### config.mk
export PLATFORM = sky130hd
export DESIGN_NAME = id_stage
export DESIGN_NICKNAME = d
export VERILOG_FILES = /design/src/rtl/id_stage_pkg.sv /design/src/rtl/id_stage_reg_file.sv /design/src/rtl/id_stage.sv
export SDC_FILE = /design/constraint.sdc
export NUM_CORES = 2
export LEC_CHECK = 0
export BUFFER_PORTS_ARGS = -buffer_cell sky130_fd_sc_hd__buf_4
export CAP_MARGIN = 20
export CORE_ASPECT_RATIO = 0.8
export CORE_MARGIN = 2
export CORE_UTILIZATION = 41
export CTS_BUF_LIST = sky130_fd_sc_hd__clkbuf_16
export DETAILED_ROUTE_END_ITERATION = 12
export GPL_TIMING_DRIVEN = 1
export HOLD_SLACK_MARGIN = 0.06
export PLACE_DENSITY = 0.57
export SLEW_MARGIN = 20
export SYNTH_ARGS = -nofsm -noshare
export SYNTH_HDL_FRONTEND = slang
export SYNTH_SLANG_ARGS = --single-unit
### constraint.sdc
create_clock -name clk -period 6.5 [get_ports clk]
set_input_delay 1.3 -clock clk [delete_from_list [all_inputs] [get_ports clk]]
set_output_delay 1.3 -clock clk [all_outputs]
set_load 0.005 [all_outputs]
### src/rtl/id_stage_pkg.sv
// Shared decode definitions for the ID stage: RV32I opcodes, ALU operation codes
// and the 12-bit control word handed to EXE.
package id_stage_pkg;

    localparam logic [6:0] OPC_LUI    = 7'b0110111;
    localparam logic [6:0] OPC_AUIPC  = 7'b0010111;
    localparam logic [6:0] OPC_JAL    = 7'b1101111;
    localparam logic [6:0] OPC_JALR   = 7'b1100111;
    localparam logic [6:0] OPC_BRANCH = 7'b1100011;
    localparam logic [6:0] OPC_LOAD   = 7'b0000011;
    localparam logic [6:0] OPC_STORE  = 7'b0100011;
    localparam logic [6:0] OPC_OP_IMM = 7'b0010011;
    localparam logic [6:0] OPC_OP     = 7'b0110011;

    // Branch compares reuse the ALU: a nonzero result means "taken".
    typedef enum logic [3:0] {
        ALU_ADD   = 4'd0,
        ALU_SUB   = 4'd1,
        ALU_SLL   = 4'd2,
        ALU_SLT   = 4'd3,
        ALU_SLTU  = 4'd4,
        ALU_XOR   = 4'd5,
        ALU_SRL   = 4'd6,
        ALU_SRA   = 4'd7,
        ALU_OR    = 4'd8,
        ALU_AND   = 4'd9,
        ALU_PASSB = 4'd10,
        ALU_ADDPC = 4'd11,
        ALU_EQ    = 4'd12,
        ALU_NE    = 4'd13,
        ALU_GE    = 4'd14,
        ALU_GEU   = 4'd15
    } alu_op_e;

    localparam int CTRL_W          = 12;
    localparam int CTRL_JALR       = 0;
    localparam int CTRL_JAL        = 1;
    localparam int CTRL_BRANCH     = 2;
    localparam int CTRL_MEM_TO_REG = 3;
    localparam int CTRL_REG_WRITE  = 4;
    localparam int CTRL_MEM_WRITE  = 5;
    localparam int CTRL_MEM_READ   = 6;
    localparam int CTRL_ALU_SRC    = 7;
    localparam int CTRL_ALU_OP_LSB = 8;

    typedef struct packed {
        alu_op_e alu_op;
        logic    alu_src;
        logic    mem_read;
        logic    mem_write;
        logic    reg_write;
        logic    mem_to_reg;
        logic    branch;
        logic    jal;
        logic    jalr;
    } ctrl_t;

    function automatic alu_op_e alu_from_funct(input logic [2:0] funct3, input logic alt);
        case (funct3)
            3'b000:  return alt ? ALU_SUB : ALU_ADD;
            3'b001:  return ALU_SLL;
            3'b010:  return ALU_SLT;
            3'b011:  return ALU_SLTU;
            3'b100:  return ALU_XOR;
            3'b101:  return alt ? ALU_SRA : ALU_SRL;
            3'b110:  return ALU_OR;
            default: return ALU_AND;
        endcase
    endfunction

    function automatic alu_op_e alu_from_branch(input logic [2:0] funct3);
        case (funct3)
            3'b001:  return ALU_NE;
            3'b100:  return ALU_SLT;
            3'b101:  return ALU_GE;
            3'b110:  return ALU_SLTU;
            3'b111:  return ALU_GEU;
            default: return ALU_EQ;
        endcase
    endfunction

endpackage

### src/rtl/id_stage_reg_file.sv
// Two-read, one-write register file with x0 hardwired to zero and write-through
// bypass so a register written this cycle reads back its new value.
module reg_file #(
    parameter int XLEN = 32,
    parameter int NREG = 32
) (
    input  logic            clk,
    input  logic            reset,
    input  logic            we,
    input  logic [4:0]      waddr,
    input  logic [XLEN-1:0] wdata,
    input  logic [4:0]      raddr1,
    output logic [XLEN-1:0] rdata1,
    input  logic [4:0]      raddr2,
    output logic [XLEN-1:0] rdata2
);

    logic [XLEN-1:0] regs [NREG];
    logic            write_ok;

    assign write_ok = we && (waddr != 5'd0);

    always_ff @(posedge clk) begin
        if (reset) begin
            for (int i = 0; i < NREG; i++) begin
                regs[i] <= '0;
            end
        end else if (write_ok) begin
            regs[waddr] <= wdata;
        end
    end

    assign rdata1 = (raddr1 == 5'd0)                 ? '0    :
                    (write_ok && (waddr == raddr1)) ? wdata : regs[raddr1];
    assign rdata2 = (raddr2 == 5'd0)                 ? '0    :
                    (write_ok && (waddr == raddr2)) ? wdata : regs[raddr2];

endmodule

### src/rtl/id_stage.sv
// Decode stage: IF/ID slot, RV32I decoder and immediate generator, load-use hazard
// stall, branch-flush squashing and the registered ID/EXE outputs.
module id_stage
    import id_stage_pkg::*;
#(
    parameter int PC_W = 15,
    parameter int XLEN = 32,
    parameter int NREG = 32
) (
    input  logic            clk,
    input  logic            reset_n,
    input  logic [PC_W-1:0] pc_IF_ID,
    input  logic [XLEN-1:0] instruction_IF_ID,
    input  logic            flush_EXE,
    input  logic            memread_EXE,
    input  logic [4:0]      rd_EXE,
    input  logic            wb_en_WB,
    input  logic [4:0]      wb_rd_WB,
    input  logic [XLEN-1:0] wb_data_WB,
    output logic            pc_write_HZRD,
    output logic            valid_ID_EXE,
    output logic [PC_W-1:0] pc_ID_EXE,
    output logic [XLEN-1:0] rs1_data_ID_EXE,
    output logic [XLEN-1:0] rs2_data_ID_EXE,
    output logic [XLEN-1:0] imm_ID_EXE,
    output logic [4:0]      rs1_ID_EXE,
    output logic [4:0]      rs2_ID_EXE,
    output logic [4:0]      rd_ID_EXE,
    output logic [11:0]     ctrl_ID_EXE,
    output logic            illegal_ID
);

    logic            warm;
    logic            slot_valid_q;
    logic [PC_W-1:0] slot_pc;
    logic [XLEN-1:0] slot_inst_q;
    logic            slot_held;
    logic [1:0]      squash_cnt;

    logic [XLEN-1:0] inst;
    logic [6:0]      opcode;
    logic [2:0]      funct3;
    logic [4:0]      rs1, rs2, rd;
    logic [31:0]     imm32;
    logic [XLEN-1:0] imm_ext;
    ctrl_t           ctrl;
    logic            use_rs1, use_rs2, writes_rd, legal;
    logic [XLEN-1:0] rs1_data, rs2_data;

    logic [1:0]      squash_eff;
    logic            squashing, slot_valid, stall, issue;

    // While stalled the ROM has already moved on, so the held word is replayed from slot_inst_q.
    assign inst   = slot_held ? slot_inst_q : instruction_IF_ID;
    assign opcode = inst[6:0];
    assign funct3 = inst[14:12];
    assign rs1    = inst[19:15];
    assign rs2    = inst[24:20];
    assign rd     = inst[11:7];

    always_comb begin
        ctrl      = '0;
        imm32     = '0;
        use_rs1   = 1'b0;
        use_rs2   = 1'b0;
        writes_rd = 1'b0;
        legal     = 1'b1;
        case (opcode)
            OPC_LUI: begin
                ctrl.alu_op = ALU_PASSB; ctrl.alu_src = 1'b1; ctrl.reg_write = 1'b1;
                writes_rd = 1'b1; imm32 = {inst[31:12], 12'b0};
            end
            OPC_AUIPC: begin
                ctrl.alu_op = ALU_ADDPC; ctrl.alu_src = 1'b1; ctrl.reg_write = 1'b1;
                writes_rd = 1'b1; imm32 = {inst[31:12], 12'b0};
            end
            OPC_JAL: begin
                ctrl.jal = 1'b1; ctrl.reg_write = 1'b1; writes_rd = 1'b1;
                imm32 = {{11{inst[31]}}, inst[31], inst[19:12], inst[20], inst[30:21], 1'b0};
            end
            OPC_JALR: begin
                ctrl.jalr = 1'b1; ctrl.alu_src = 1'b1; ctrl.reg_write = 1'b1;
                writes_rd = 1'b1; use_rs1 = 1'b1; imm32 = {{20{inst[31]}}, inst[31:20]};
            end
            OPC_BRANCH: begin
                ctrl.alu_op = alu_from_branch(funct3); ctrl.branch = 1'b1;
                use_rs1 = 1'b1; use_rs2 = 1'b1;
                imm32 = {{19{inst[31]}}, inst[31], inst[7], inst[30:25], inst[11:8], 1'b0};
            end
            OPC_LOAD: begin
                ctrl.alu_src = 1'b1; ctrl.mem_read = 1'b1; ctrl.mem_to_reg = 1'b1;
                ctrl.reg_write = 1'b1; writes_rd = 1'b1; use_rs1 = 1'b1;
                imm32 = {{20{inst[31]}}, inst[31:20]};
            end
            OPC_STORE: begin
                ctrl.alu_src = 1'b1; ctrl.mem_write = 1'b1; use_rs1 = 1'b1; use_rs2 = 1'b1;
                imm32 = {{20{inst[31]}}, inst[31:25], inst[11:7]};
            end
            OPC_OP_IMM: begin
                // Only the shift-right encoding uses bit 30 as a selector; elsewhere it is immediate.
                ctrl.alu_op = alu_from_funct(funct3, (funct3 == 3'b101) && inst[30]);
                ctrl.alu_src = 1'b1; ctrl.reg_write = 1'b1; writes_rd = 1'b1; use_rs1 = 1'b1;
                imm32 = {{20{inst[31]}}, inst[31:20]};
            end
            OPC_OP: begin
                ctrl.alu_op = alu_from_funct(funct3, inst[30]);
                ctrl.reg_write = 1'b1; writes_rd = 1'b1; use_rs1 = 1'b1; use_rs2 = 1'b1;
            end
            default: legal = 1'b0;
        endcase
    end

    assign imm_ext = XLEN'(signed'(imm32));

    // A flush counts as the first squashed cycle, so one pulse yields exactly two bubbles.
    assign squash_eff    = flush_EXE ? 2'd2 : squash_cnt;
    assign squashing     = (squash_eff != 2'd0);
    assign slot_valid    = slot_valid_q && !squashing;
    assign stall         = slot_valid && memread_EXE && (rd_EXE != 5'd0) &&
                           ((use_rs1 && (rd_EXE == rs1)) || (use_rs2 && (rd_EXE == rs2)));
    assign pc_write_HZRD = !stall;
    assign issue         = slot_valid && legal && !stall;

    reg_file #(.XLEN(XLEN), .NREG(NREG)) u_reg_file (
        .clk    (clk),
        .reset  (reset_n),
        .we     (wb_en_WB),
        .waddr  (wb_rd_WB),
        .wdata  (wb_data_WB),
        .raddr1 (rs1),
        .rdata1 (rs1_data),
        .raddr2 (rs2),
        .rdata2 (rs2_data)
    );

    // The warm-up flag keeps the slot empty until the ROM output reflects a post-reset fetch.
    always_ff @(posedge clk) begin
        if (reset_n) begin
            warm         <= 1'b0;
            slot_valid_q <= 1'b0;
            slot_pc      <= '0;
            slot_inst_q  <= '0;
            slot_held    <= 1'b0;
            squash_cnt   <= 2'd0;
        end else begin
            warm        <= 1'b1;
            squash_cnt  <= squashing ? (squash_eff - 2'd1) : 2'd0;
            slot_inst_q <= inst;
            slot_held   <= stall;
            if (!stall) begin
                slot_pc      <= pc_IF_ID;
                slot_valid_q <= warm;
            end
        end
    end

    always_ff @(posedge clk) begin
        if (reset_n) begin
            valid_ID_EXE    <= 1'b0;
            pc_ID_EXE       <= '0;
            rs1_data_ID_EXE <= '0;
            rs2_data_ID_EXE <= '0;
            imm_ID_EXE      <= '0;
            rs1_ID_EXE      <= '0;
            rs2_ID_EXE      <= '0;
            rd_ID_EXE       <= '0;
            ctrl_ID_EXE     <= '0;
            illegal_ID      <= 1'b0;
        end else begin
            valid_ID_EXE    <= issue;
            pc_ID_EXE       <= issue ? slot_pc : '0;
            rs1_data_ID_EXE <= issue ? rs1_data : '0;
            rs2_data_ID_EXE <= issue ? rs2_data : '0;
            imm_ID_EXE      <= issue ? imm_ext : '0;
            rs1_ID_EXE      <= (issue && use_rs1) ? rs1 : 5'd0;
            rs2_ID_EXE      <= (issue && use_rs2) ? rs2 : 5'd0;
            rd_ID_EXE       <= (issue && writes_rd) ? rd : 5'd0;
            ctrl_ID_EXE     <= issue ? ctrl : '0;
            illegal_ID      <= illegal_ID || (slot_valid && !legal);
        end
    end

endmodule
==> impl_metrics.py <==
metrics = {
    "sta": {
        "period_minus_slack_ns": 5.10,
        "finalHoldViolCount": 0,
        "relSlewSlack_pct": 21.9,
        "hold_ws_ns": 0.449,
        "worstMarginPinSlew_ns": 1.17,
        "fin_setup_tns_ns": 0,
        "fmax_ghz": 0.196,
        "skew_ns": 0.0293,
        "rsz0062_at_grt": "no",
        "finalSetupViolations": 0,
        "final_max_slew_viol_count": 0,
        "period_share_pct": 78.4,
    },
    "power": {
        "seqPwrFrac_pct": 49.5,
        "clockPowerShare_pct": 40.1,
        "p_leak_uw": 0.0242,
        "switching_share_pct": 25.5,
        "p_sw_uw": 4660,
        "ir_worst_vdd_uv": 214,
        "combPwrFrac_pct": 10.4,
        "cellPowerDensity_nw_per_um2": 263,
        "internal_power_uw": 13600,
        "power.total_uw": 18200,
    },
    "synthesis": {
        "synth_top_area_cell": "edfxtp_1",
        "yosysTopAreaCellShare_pct": 50.8,
        "synth_edf_count": 1024,
        "postSynthCellCount": 4523,
        "synthTopCellsByArea": "edfxtp_1 51%, mux4_2 15%, and2_1 10%",
        "synth_warnings": 0,
        "syn_area_per_cell_sq_um": 13.4,
        "ys_seq_area_share_pct": 57.1,
        "ys_seq_elements": 1215,
        "syn_area_sq_um": 60600,
        "async_reset_ff_share_pct": 0,
        "ys_types": 59,
        "synth_ff_type": "edfxtp_1",
    },
    "setup_path": {
        "arrival_ns": 3.80,
        "cpLargestDelayFamily": "compound AO/OA/AOI/OAI gates",
        "cp_data_required_time_ns": 5.20,
        "worst_path_max_delay_cell": "dfxtp_4",
        "cp_max_fo": 36,
        "crit_chain": "buf_4 > nand4b_1 > o31a_1 > a2111oi_4 > nand4_1 > a211oi_4 > inv_4 > buf_4",
        "max_stage_delay_ns": 0.85,
        "worst_setup_path_start_kind": "flop",
        "endpoint_kind": "output pin",
        "cp_common_cell": "buf_4",
        "worstSetupPathType": "flop to output pin",
        "r2r_setup_slack_ns": 2.19,
        "cp_num_buf_inv": 3,
    },
    "clock_network": {
        "cts_resized": 0,
        "clockBufferDepth": 3,
        "post_cts_buffers": 0,
        "clkSlewWorstSetupHoldPaths_ns": 0.06,
        "cts_tree": "done",
        "clock_sinks": 1215,
        "cts_hold_buf": 0,
        "cts_buffers": 131,
        "htree_levels": 4,
        "cts_root_buf": "clkbuf_16",
        "clkLatencyLatePin_ns": 0.79,
    },
    "floorplanning": {
        "dieWidth_um": 434,
        "die_y_um": 348,
        "num_rows": 126,
        "initial_core_util_pct": 41.2,
        "dieArea_sq_um": 151000,
        "core-area_sq_um": 147000,
        "boundaryPins": 235,
    },
    "final_layout": {
        "drive_above_1_share_pct": 23.0,
        "final_cells": 6727,
        "area_growth_pct": 14.4,
        "mostFrequentLayoutCells": "1,024 x edfxtp_1, 1,007 x and2_1, 408 x mux4_2",
        "nNetsFinal": 4726,
        "fin_util_pct": 47.1,
        "final_common_cell": "edfxtp_1",
        "nFillCells": 12900,
    },
    "global_routing": {
        "gr-total-overflow": 0,
        "track_usage_pct": 29.3,
        "grt_pass1_wl_um": 312000,
        "grt_pass1_vias": 40300,
        "grt_max_degree": 78,
        "antenna_found_initial": 16,
    },
    "routing": {
        "drt-initial-drc-count": 6629,
        "num_vias": 41800,
        "drtPass1Iterations": 6,
        "routedWlPerCell_um": 33.1,
        "ant_nets": 0,
        "drcViolationCount": 0,
        "drt_wl_total_um": 223000,
        "vias_per_cell": 6.22,
    },
    "place": {
        "dp.cells": 6479,
        "place_congestion": 0.875,
        "port_buffers": 234,
        "dpl.hpwl_um": 136000,
    },
    "worst_hold_path": {
        "hp-class": "flop to flop",
    },
    "run": {
        "cap_violations": 0,
    },
    "run_status": {
        "status": "finished, final reports clean",
    },
}
-- power groups by stage --
| stage | logic [uW] | clock network [uW] | registers (uW) |
|---|---|---|---|
| 2_1_floorplan | 1160 | 0 | 9110 |
| 3_3_place_gp | 1860 | 0 | 9170 |
| 3_5_place_dp | 1870 | 0 | 9180 |
| 4_1_cts | 1870 | 7370 | 9020 |
| 5_1_grt | 1980 | 7670 | 9070 |
| 6_report | 1900 | 7310 | 9030 |
-- final cells by class --
class                   instances  area, sq um  area share [%]
flip-flops and latches       1215        34600            49.9
multi-input cells            2890        25000            36.1
clock buffers                 136         3400            4.91
repair buffers                387         3110            4.49
well taps                    1984         2480            3.58
clock inverters               103          667           0.962
inverters                       6         25.0          0.0361
diodes                          6         15.0          0.0217
-- final timing paths --
kind / startpoint / endpoint / cells past startpoint
worst max-delay path: slot_held / pc_write_HZRD / 8
worst min-delay path: slot_pc[2] / pc_ID_EXE[2] / 1
worst max register to register: slot_held / rs1_data_ID_EXE[6] / 7
worst min register to register: slot_pc[2] / pc_ID_EXE[2] / 1
-- stage by stage --
step	cell area [sq um]	setup WS, ns
finish	69300	1.40
global route	69300	1.19
CTS	69200	1.33
detailed placement	65200	1.82
global placement	65100	1.82
floorplan	60700	1.47
-- cells in the mapped netlist, types with 32 or more instances --
library cell,count
nor2_1,242
nor3_1,110
dfxtp_1,191
nand4_1,53
nand2_1,293
o22ai_1,32
mux4_2,408
buf_2,97
o21ai_0,51
edfxtp_1,1024
a22oi_1,164
clkbuf_1,312
mux2i_1,135
a32oi_1,63
and2_1,1007
a21oi_1,60
nand3_1,97
-- kinds of logic after synthesis --
logic type	after synthesis	share of synthesized area, %
other cells	1	0.00619
buf+inv	449	3.15
xor+xnor	18	0.260
compound gates	437	5.19
flops	1215	57.1
simple gates	1836	16.4
fa+ha+maj	1	0.0206
mux	566	17.9
-- flip-flops by register name, summed over array words and instances (netlist names), 11 cells and up --
signal and cells:
pc_ID_EXE 15, imm_ID_EXE 32, slot_inst_q 32, rs2_data_ID_EXE 32, rs1_data_ID_EXE 32, u_reg_file.regs 1024, slot_pc 15, ctrl_ID_EXE 11
-- per-layer routing --
metal / global-route usage [%] / vias to the layer above / wire (um)
li1: - / 17200 / -
met1: 41.5 / 21300 / 89600
met2: 44.1 / 2905 / 99200
met3: 6.39 / 375 / 25400
met4: 10.7 / 4 / 8330
met5: 0 / - / 27
(Power assumes the default switching activity.)
